--- src/rtl/instr_encoder_loader.sv ---
// RV32I instruction encoder and instruction-memory loader.
// Takes decoded fields (format, opcode, funct3, funct7 bit 30, registers,
// immediate), builds the 32-bit instruction word, and writes it to
// instruction memory at an auto-incrementing word address.
// Optional macro ENC_RANGE_CHECK_EN: when defined, immediates are checked for
// range (error code 2) and alignment (error code 3). When undefined,
// immediates are truncated to their field bits, and only illegal-format errors
// (code 1) are reported.
module instr_encoder_loader #(
  parameter int unsigned ADDR_WIDTH = 8,
  parameter int unsigned BASE_ADDR  = 0
) (
  input  logic                  clk_i,
  input  logic                  rst_i,
  input  logic                  start_i,
  input  logic                  req_valid_i,
  output logic                  req_ready_o,
  input  logic [2:0]            fmt_i,
  input  logic [6:0]            opcode_i,
  input  logic [2:0]            funct3_i,
  input  logic                  funct7b5_i,
  input  logic [4:0]            rd_i,
  input  logic [4:0]            rs1_i,
  input  logic [4:0]            rs2_i,
  input  logic [31:0]           imm_i,
  output logic                  mem_we_o,
  output logic [ADDR_WIDTH-1:0] mem_addr_o,
  output logic [31:0]           mem_wdata_o,
  output logic [ADDR_WIDTH:0]   count_o,
  output logic                  full_o,
  output logic                  err_o,
  output logic [1:0]            err_code_o
);

  localparam int unsigned CNT_WIDTH = ADDR_WIDTH + 1;
  localparam logic [ADDR_WIDTH-1:0] BASE_PTR = ADDR_WIDTH'(BASE_ADDR);
  localparam logic [ADDR_WIDTH-1:0] LAST_PTR = {ADDR_WIDTH{1'b1}};

  localparam logic [2:0] FMT_R = 3'd0;
  localparam logic [2:0] FMT_I = 3'd1;
  localparam logic [2:0] FMT_S = 3'd2;
  localparam logic [2:0] FMT_B = 3'd3;
  localparam logic [2:0] FMT_U = 3'd4;
  localparam logic [2:0] FMT_J = 3'd5;

  localparam logic [1:0] ERR_NONE  = 2'd0;
  localparam logic [1:0] ERR_FMT   = 2'd1;
  localparam logic [1:0] ERR_RANGE = 2'd2;
  localparam logic [1:0] ERR_ALIGN = 2'd3;

  typedef enum logic [1:0] {
    S_IDLE  = 2'd0,
    S_CHECK = 2'd1,
    S_WRITE = 2'd2
  } state_t;

  state_t                state_q;
  logic [2:0]            fmt_q;
  logic [6:0]            opcode_q;
  logic [2:0]            funct3_q;
  logic                  f7b5_q;
  logic [4:0]            rd_q;
  logic [4:0]            rs1_q;
  logic [4:0]            rs2_q;
  logic [31:0]           imm_q;
  logic                  ready_q;
  logic                  we_q;
  logic [ADDR_WIDTH-1:0] ptr_q;
  logic [31:0]           wdata_q;
  logic [CNT_WIDTH-1:0]  count_q;
  logic                  full_q;
  logic                  err_q;
  logic [1:0]            err_code_q;

  logic [31:0]           enc_word_d;
  logic [1:0]            enc_code_d;
  logic                  is_shift_d;

`ifdef ENC_RANGE_CHECK_EN
  logic                  imm12_ok;
  logic                  imm13_ok;
  logic                  imm21_ok;

  // Signed range windows for the I/S, B and J immediates.
  assign imm12_ok = ($signed(imm_q) >= -32'sd2048)    && ($signed(imm_q) <= 32'sd2047);
  assign imm13_ok = ($signed(imm_q) >= -32'sd4096)    && ($signed(imm_q) <= 32'sd4094);
  assign imm21_ok = ($signed(imm_q) >= -32'sd1048576) && ($signed(imm_q) <= 32'sd1048574);
`endif

  // Build the instruction word and classify errors from the captured fields.
  always_comb begin
    enc_word_d = '0;
    enc_code_d = ERR_NONE;
    is_shift_d = (funct3_q == 3'd1) || (funct3_q == 3'd5);
    case (fmt_q)
      FMT_R: enc_word_d = {1'b0, f7b5_q, 5'b00000, rs2_q, rs1_q, funct3_q, rd_q, opcode_q};
      FMT_I: begin
        if (is_shift_d) begin
          enc_word_d = {1'b0, f7b5_q, 5'b00000, imm_q[4:0], rs1_q, funct3_q, rd_q, opcode_q};
        end else begin
          enc_word_d = {imm_q[11:0], rs1_q, funct3_q, rd_q, opcode_q};
        end
      end
      FMT_S: enc_word_d = {imm_q[11:5], rs2_q, rs1_q, funct3_q, imm_q[4:0], opcode_q};
      FMT_B: enc_word_d = {imm_q[12], imm_q[10:5], rs2_q, rs1_q, funct3_q,
                           imm_q[4:1], imm_q[11], opcode_q};
      FMT_U: enc_word_d = {imm_q[31:12], rd_q, opcode_q};
      FMT_J: enc_word_d = {imm_q[20], imm_q[10:1], imm_q[11], imm_q[19:12], rd_q, opcode_q};
      default: enc_code_d = ERR_FMT;
    endcase
`ifdef ENC_RANGE_CHECK_EN
    // Range is tested first so an out-of-range odd offset reports code 2.
    case (fmt_q)
      FMT_I: begin
        if (is_shift_d ? (imm_q > 32'd31) : !imm12_ok) enc_code_d = ERR_RANGE;
      end
      FMT_S: begin
        if (!imm12_ok) enc_code_d = ERR_RANGE;
      end
      FMT_B: begin
        if (!imm13_ok)     enc_code_d = ERR_RANGE;
        else if (imm_q[0]) enc_code_d = ERR_ALIGN;
      end
      FMT_U: begin
        if (imm_q[11:0] != 12'd0) enc_code_d = ERR_ALIGN;
      end
      FMT_J: begin
        if (!imm21_ok)     enc_code_d = ERR_RANGE;
        else if (imm_q[0]) enc_code_d = ERR_ALIGN;
      end
      default: ;
    endcase
`endif
  end

  // Control FSM: accept -> check -> write, with start_i overriding all activity.
  always_ff @(posedge clk_i or posedge rst_i) begin
    if (rst_i) begin
      state_q    <= S_IDLE;
      fmt_q      <= '0;
      opcode_q   <= '0;
      funct3_q   <= '0;
      f7b5_q     <= 1'b0;
      rd_q       <= '0;
      rs1_q      <= '0;
      rs2_q      <= '0;
      imm_q      <= '0;
      ready_q    <= 1'b1;
      we_q       <= 1'b0;
      ptr_q      <= BASE_PTR;
      wdata_q    <= '0;
      count_q    <= '0;
      full_q     <= 1'b0;
      err_q      <= 1'b0;
      err_code_q <= ERR_NONE;
    end else if (start_i) begin
      state_q    <= S_IDLE;
      ready_q    <= 1'b1;
      we_q       <= 1'b0;
      ptr_q      <= BASE_PTR;
      count_q    <= '0;
      full_q     <= 1'b0;
      err_q      <= 1'b0;
      err_code_q <= ERR_NONE;
    end else begin
      we_q <= 1'b0;
      case (state_q)
        S_IDLE: begin
          if (req_valid_i && ready_q) begin
            fmt_q    <= fmt_i;
            opcode_q <= opcode_i;
            funct3_q <= funct3_i;
            f7b5_q   <= funct7b5_i;
            rd_q     <= rd_i;
            rs1_q    <= rs1_i;
            rs2_q    <= rs2_i;
            imm_q    <= imm_i;
            ready_q  <= 1'b0;
            state_q  <= S_CHECK;
          end
        end
        S_CHECK: begin
          if (enc_code_d != ERR_NONE) begin
            err_q <= 1'b1;
            if (err_code_q == ERR_NONE) err_code_q <= enc_code_d;
            ready_q <= !full_q;
            state_q <= S_IDLE;
          end else begin
            we_q    <= 1'b1;
            wdata_q <= enc_word_d;
            state_q <= S_WRITE;
          end
        end
        S_WRITE: begin
          count_q <= count_q + CNT_WIDTH'(1);
          if (ptr_q == LAST_PTR) begin
            full_q  <= 1'b1;
            ready_q <= 1'b0;
          end else begin
            ptr_q   <= ptr_q + ADDR_WIDTH'(1);
            ready_q <= 1'b1;
          end
          state_q <= S_IDLE;
        end
        default: begin
          ready_q <= !full_q;
          state_q <= S_IDLE;
        end
      endcase
    end
  end

  assign req_ready_o = ready_q;
  assign mem_we_o    = we_q;
  assign mem_addr_o  = ptr_q;
  assign mem_wdata_o = wdata_q;
  assign count_o     = count_q;
  assign full_o      = full_q;
  assign err_o       = err_q;
  assign err_code_o  = err_code_q;

endmodule

--- config.mk ---
export PLATFORM = sky130hd
export DESIGN_NAME = instr_encoder_loader
export DESIGN_NICKNAME = d
export VERILOG_FILES = /design/src/rtl/instr_encoder_loader.sv
export SDC_FILE = /design/constraint.sdc
export NUM_CORES = 1
export LEC_CHECK = 0
export ABC_AREA = 1
export CAP_MARGIN = 40
export CORE_UTILIZATION = 45
export DETAILED_ROUTE_END_ITERATION = 8
export HOLD_SLACK_MARGIN = 0.06
export PLACE_DENSITY_LB_ADDON = 0.3
export SETUP_SLACK_MARGIN = 0.2
export SLEW_MARGIN = 10
export SYNTH_ARGS = -nofsm -noshare
export SYNTH_HDL_FRONTEND = slang
export SYNTH_SLANG_ARGS = --single-unit
export TNS_END_PERCENT = 100
--- constraint.sdc ---
create_clock -name clk_i -period 3.79 [get_ports clk_i]
set_clock_uncertainty 0.15 [all_clocks]
set_input_delay 0.758 -clock clk_i [delete_from_list [all_inputs] [get_ports clk_i]]
set_output_delay 0.758 -clock clk_i [all_outputs]
set_load 0.02 [all_outputs]
==> flow_results.org <==
** Global routing
- Global routing usage summed across all routing layers :: 0.2354
- The initial antenna violation count was 0.
- Wire length of the first global-routing pass :: between 20000 and 25000 um
- Pin count of the biggest net entering global routing :: 79
- Residual overflow from global routing :: 0
- The via count of the first global-routing pass was approximately 4600.

** Floorplan
- The die covers roughly 12000 um^2.
- The die is 109.3 um tall.
- Total I/O pin count :: 120
- Core ar. :: approximately 11000 um^2
- The initial utilization of the core area, before any placement, comes to 0.4699.
- The floorplan step set the die width to approximately 110 um.
- Number of standard-cell rows in the floorplan :: 38

** Logic synthesis
- Of the total synthesized cell area, the portion taken by AND, OR, NAND and NOR gates is 0.3167.
- Post-synthesis mux area share :: 0
- In the synthesized netlist the dominant register cell turns out to be dfrtp_1.
- For this run, asynchronously set or reset flops after synthesis account for 1.000.
- Netlist cell types :: 28
- The compound-cell area share of the yosys netlist is 0.05262.
- Of the total synthesized cell area, the portion taken by full adders, half adders and majority gates is 0.004827.
- #FFs+latches synth :: between 100 and 150
- Largest area contributor in the synthesized netlist :: dfrtp_1
- Synth warn :: 0
- Post-Syn Area :: 5184 um^2
- Share of the yosys chip area belonging to registers :: 0.5650
- Number of instances in the synthesized netlist :: 639
- Post-synth EDFFs :: 0
- Most instantiated library cell after synthesis :: nand2_1
- Of the total synthesized cell area, the portion taken by XOR and XNOR cells is 0.001690.
- Of the post-synthesis cell area, the dominant cell type holds 0.5600.
- Mean cell area of the mapped netlist :: ~8.1 um^2
- Sorting the synthesized cells by how often they occur yields nand2_1, dfrtp_1, nor2_1, inv_1, nand3_1.
- Total nets after synthesis :: approximately 710
- By area, the combinational part of the netlist is dominated by simple AND/OR/NAND/NOR gates.
- Ranking of synthesized cells by area :: dfrtp_1, nand2_1, nor2_1

** Routing
- Number of detailed-routing iterations run before antenna repair :: 5
- In the routed layout, each cell is associated on average with a via count of about 5.
- Dividing the detail-routed wire length by the instance count gives roughly 14 um.
- DRC viols :: 0
- The count of nets left with antenna violations once routing finished came out at 0.
- The first routing iteration left between 200 and 300 violations.
- Summed over all layers, the routed wires come to 12960 um.
- Vias after detailed routing :: between 4000 and 5000

** Place
- Routability-driven placement finished with a final weighted congestion of roughly 0.8.
- Counting tap cells, the placed design contains a total of 878 instances.
- In this run the cell area measured after placement is around 6500 um^2.
- The wire-length estimate of the detail-placed layout is a little under 9000 um.
- In this run the tool buffered the top-level ports with 118 buffer cells.

** Clocking
- TritonCTS built the clock tree.
- Clock-pin slew was measured on the worst setup and hold paths at about 0.060 ns.
- Buffers added to address setup during post-CTS repair amount to 0.
- Cts-stage hold buffer count :: 0
- At the later pin of the worst-skew pair, clock insertion delay measures about 0.40 ns.
- No sink is reached through more buffers than the 2 on the longest clock path.
- Clock tree root driver cell :: clkbuf_16
- Number of cells upsized or downsized after cts :: 0
- Number of buffers created by CTS :: 17
- CTS H-tree lvls :: 4
- Sinks on the clock net :: ~120

** Layout
- Of the cells placed in the final design, the portion with a size suffix greater than 1 is 0.07022.
- Once layout is done, the placed cells without fillers occupy approximately 7100 um^2.
- Final layout net count :: ~820
- Synth-to-Final Area Change :: 36.18%
- Post-route non-filler standard cell count :: 909
- 0 antenna diodes ended up in the layout.
- Once layout is complete, the utilization of the core stands at 0.6400.

** Worst setup path
- The worst setup path is launched from a primary input.
- The kind of cell with the highest combined delay along the critical path is buffers and inverters.
- STA puts the critical path data required time at between 3 and 4 ns.
- Data on the critical path arrives at its endpoint at 2.74 ns.
- Sequence of cells on the critical path :: clkdlybuf4s50_1 > inv_2 > nand2_2 > nor2_4 > buf_4 > nand2_1 > nor2_1 > a21oi_1
- Total buffers and inverters traversed by the critical path :: 3
- In this run the worst path has a maximum fanout of 24.
- On the critical path, the stage with the largest delay is an instance of clkdlybuf4s50_1.
- Maximum cell stage delay along the critical path :: slightly above 0.5 ns
- The critical path in this run is classified as primary input to flip-flop.
- Endpoint class of the critical path :: flip-flop

** Timing
- Setup repair after global routing left no endpoint under its margin.
- Normalized max-slew margin :: 0.6194
- Final slew viol count :: 0
- Final hold vios :: 0
- Timing-limited maximum frequency :: roughly 0.38 GHz
- Summed over all failing endpoints, the final setup total negative slack is 0 ns.
- Setup violations remaining at the end of the flow were counted as 0.
- Least-Margin Pin Slew :: between 0.5 and 0.6 ns
- Dividing the final minimum period by the clock period gives 0.6889.
- Shortest period the worst path allows :: 2.611 ns

** Min path
- The tightest min-delay check is of the flip-flop to flip-flop type.

** Outcome
- The flow ran to the end, and the final reports show no timing, DRC or antenna violations.

** Job
- # Max-Cap Violations :: 0

** Power
- Pwr Density :: just over 700 nW/um^2
- VDD sags by at most ~0.40 mV.
- Static leakage :: ~3.4 nW
- The design draws around 5.1 mW.
tightest hold or removal path: cells and delay by family (launching register included):
family,cells,cell delay (ns)
AND/OR/NAND/NOR,2,0.11
flip-flops,1,0.34
cell families (layout without fill, tap and decap cells):
kind of cell,count (synthesis),after routing
AND/OR/NAND/NOR,406,406
adder cells (fa/ha/maj),2,2
XOR/XNOR,1,1
flip-flops,117,117
AO/OA/AOI/OAI,49,49
other,1,1
buffers and inverters,63,193
worst paths after layout:
kind                           startpoint              end  slack, ns  cells after the start
min                        mem_wdata_o[3]   mem_wdata_o[3]       0.33                      2
max reg2reg                      fmt_q[1]  mem_wdata_o[31]       1.83                      7
min reg2reg                mem_wdata_o[3]   mem_wdata_o[3]       0.33                      2
max in group asynchronous           rst_i  mem_wdata_o[14]       2.23                      3
min in group asynchronous           rst_i    mem_addr_o[7]       0.55                      2
max                               start_i  mem_wdata_o[31]       1.18                      8
placed cells by master, fill, tap and decap left out, drive strengths merged, types with 5 or more instances in the layout:
master,synthesis,routed
a21oi,18,18
a31oi,12,12
buf,18,6
clkbuf,7,19
clkdlybuf4s50,0,118
clkinv,0,6
dfrtp,116,116
inv,38,39
nand2,301,301
nand3,35,35
nand4,8,8
nor2,57,57
o21a,5,5
o21ai,14,14
flip-flops by register name, indices dropped and copies added, names as in the netlist:
register	count
fmt_q	3
mem_we_o	1
rs2_q	5
req_ready_o	1
err_o	1
mem_wdata_o	32
count_o	9
mem_addr_o	8
funct3_q	3
full_o	1
state_q	2
rs1_q	5
opcode_q	7
imm_q	32
rd_q	5
err_code_o	1
f7b5_q	1
routing by layer:
metal | vias up | wire, um | GRT usage
met3 | 22 | 808 | 0.05572
met4 | 0 | 184 | 0.08571
met1 | 2229 | 5603 | 0.3023
li1 | 2238 | - | -
met5 | - | 0 | 0
met2 | 169 | 6362 | 0.3890
power breakdown:
part | total (mW) | internal [mW] | switching (mW) | leakage, nW
logic | 1.52 | 0.657 | 0.867 | 1.62
registers | 1.97 | 1.68 | 0.292 | 1.46
clock network | 1.64 | 1.07 | 0.570 | 0.299
total | 5.13 | 3.40 | 1.73 | 3.37
cell type report:
type	count	area [um^2]
clock buffers	19	452.9
clock inverters	12	152.6
fillers	927	3971
inverters	38	146.4
multi-input cells	459	1952
flip-flops and latches	117	2929
well taps	140	175.2
repair buffers	124	1251
stage by stage:
step / hold slack [ns] / setup WS, ns
after floorplan: 0.2909 / 1.455
after CTS: 0.3306 / 1.182
after global placement: 0.3103 / 0.7022
final: 0.3264 / 1.179
after global routing: 0.3452 / 1.041
after detailed placement: 0.3151 / 0.7955
Power figures use the tool's default switching activity.
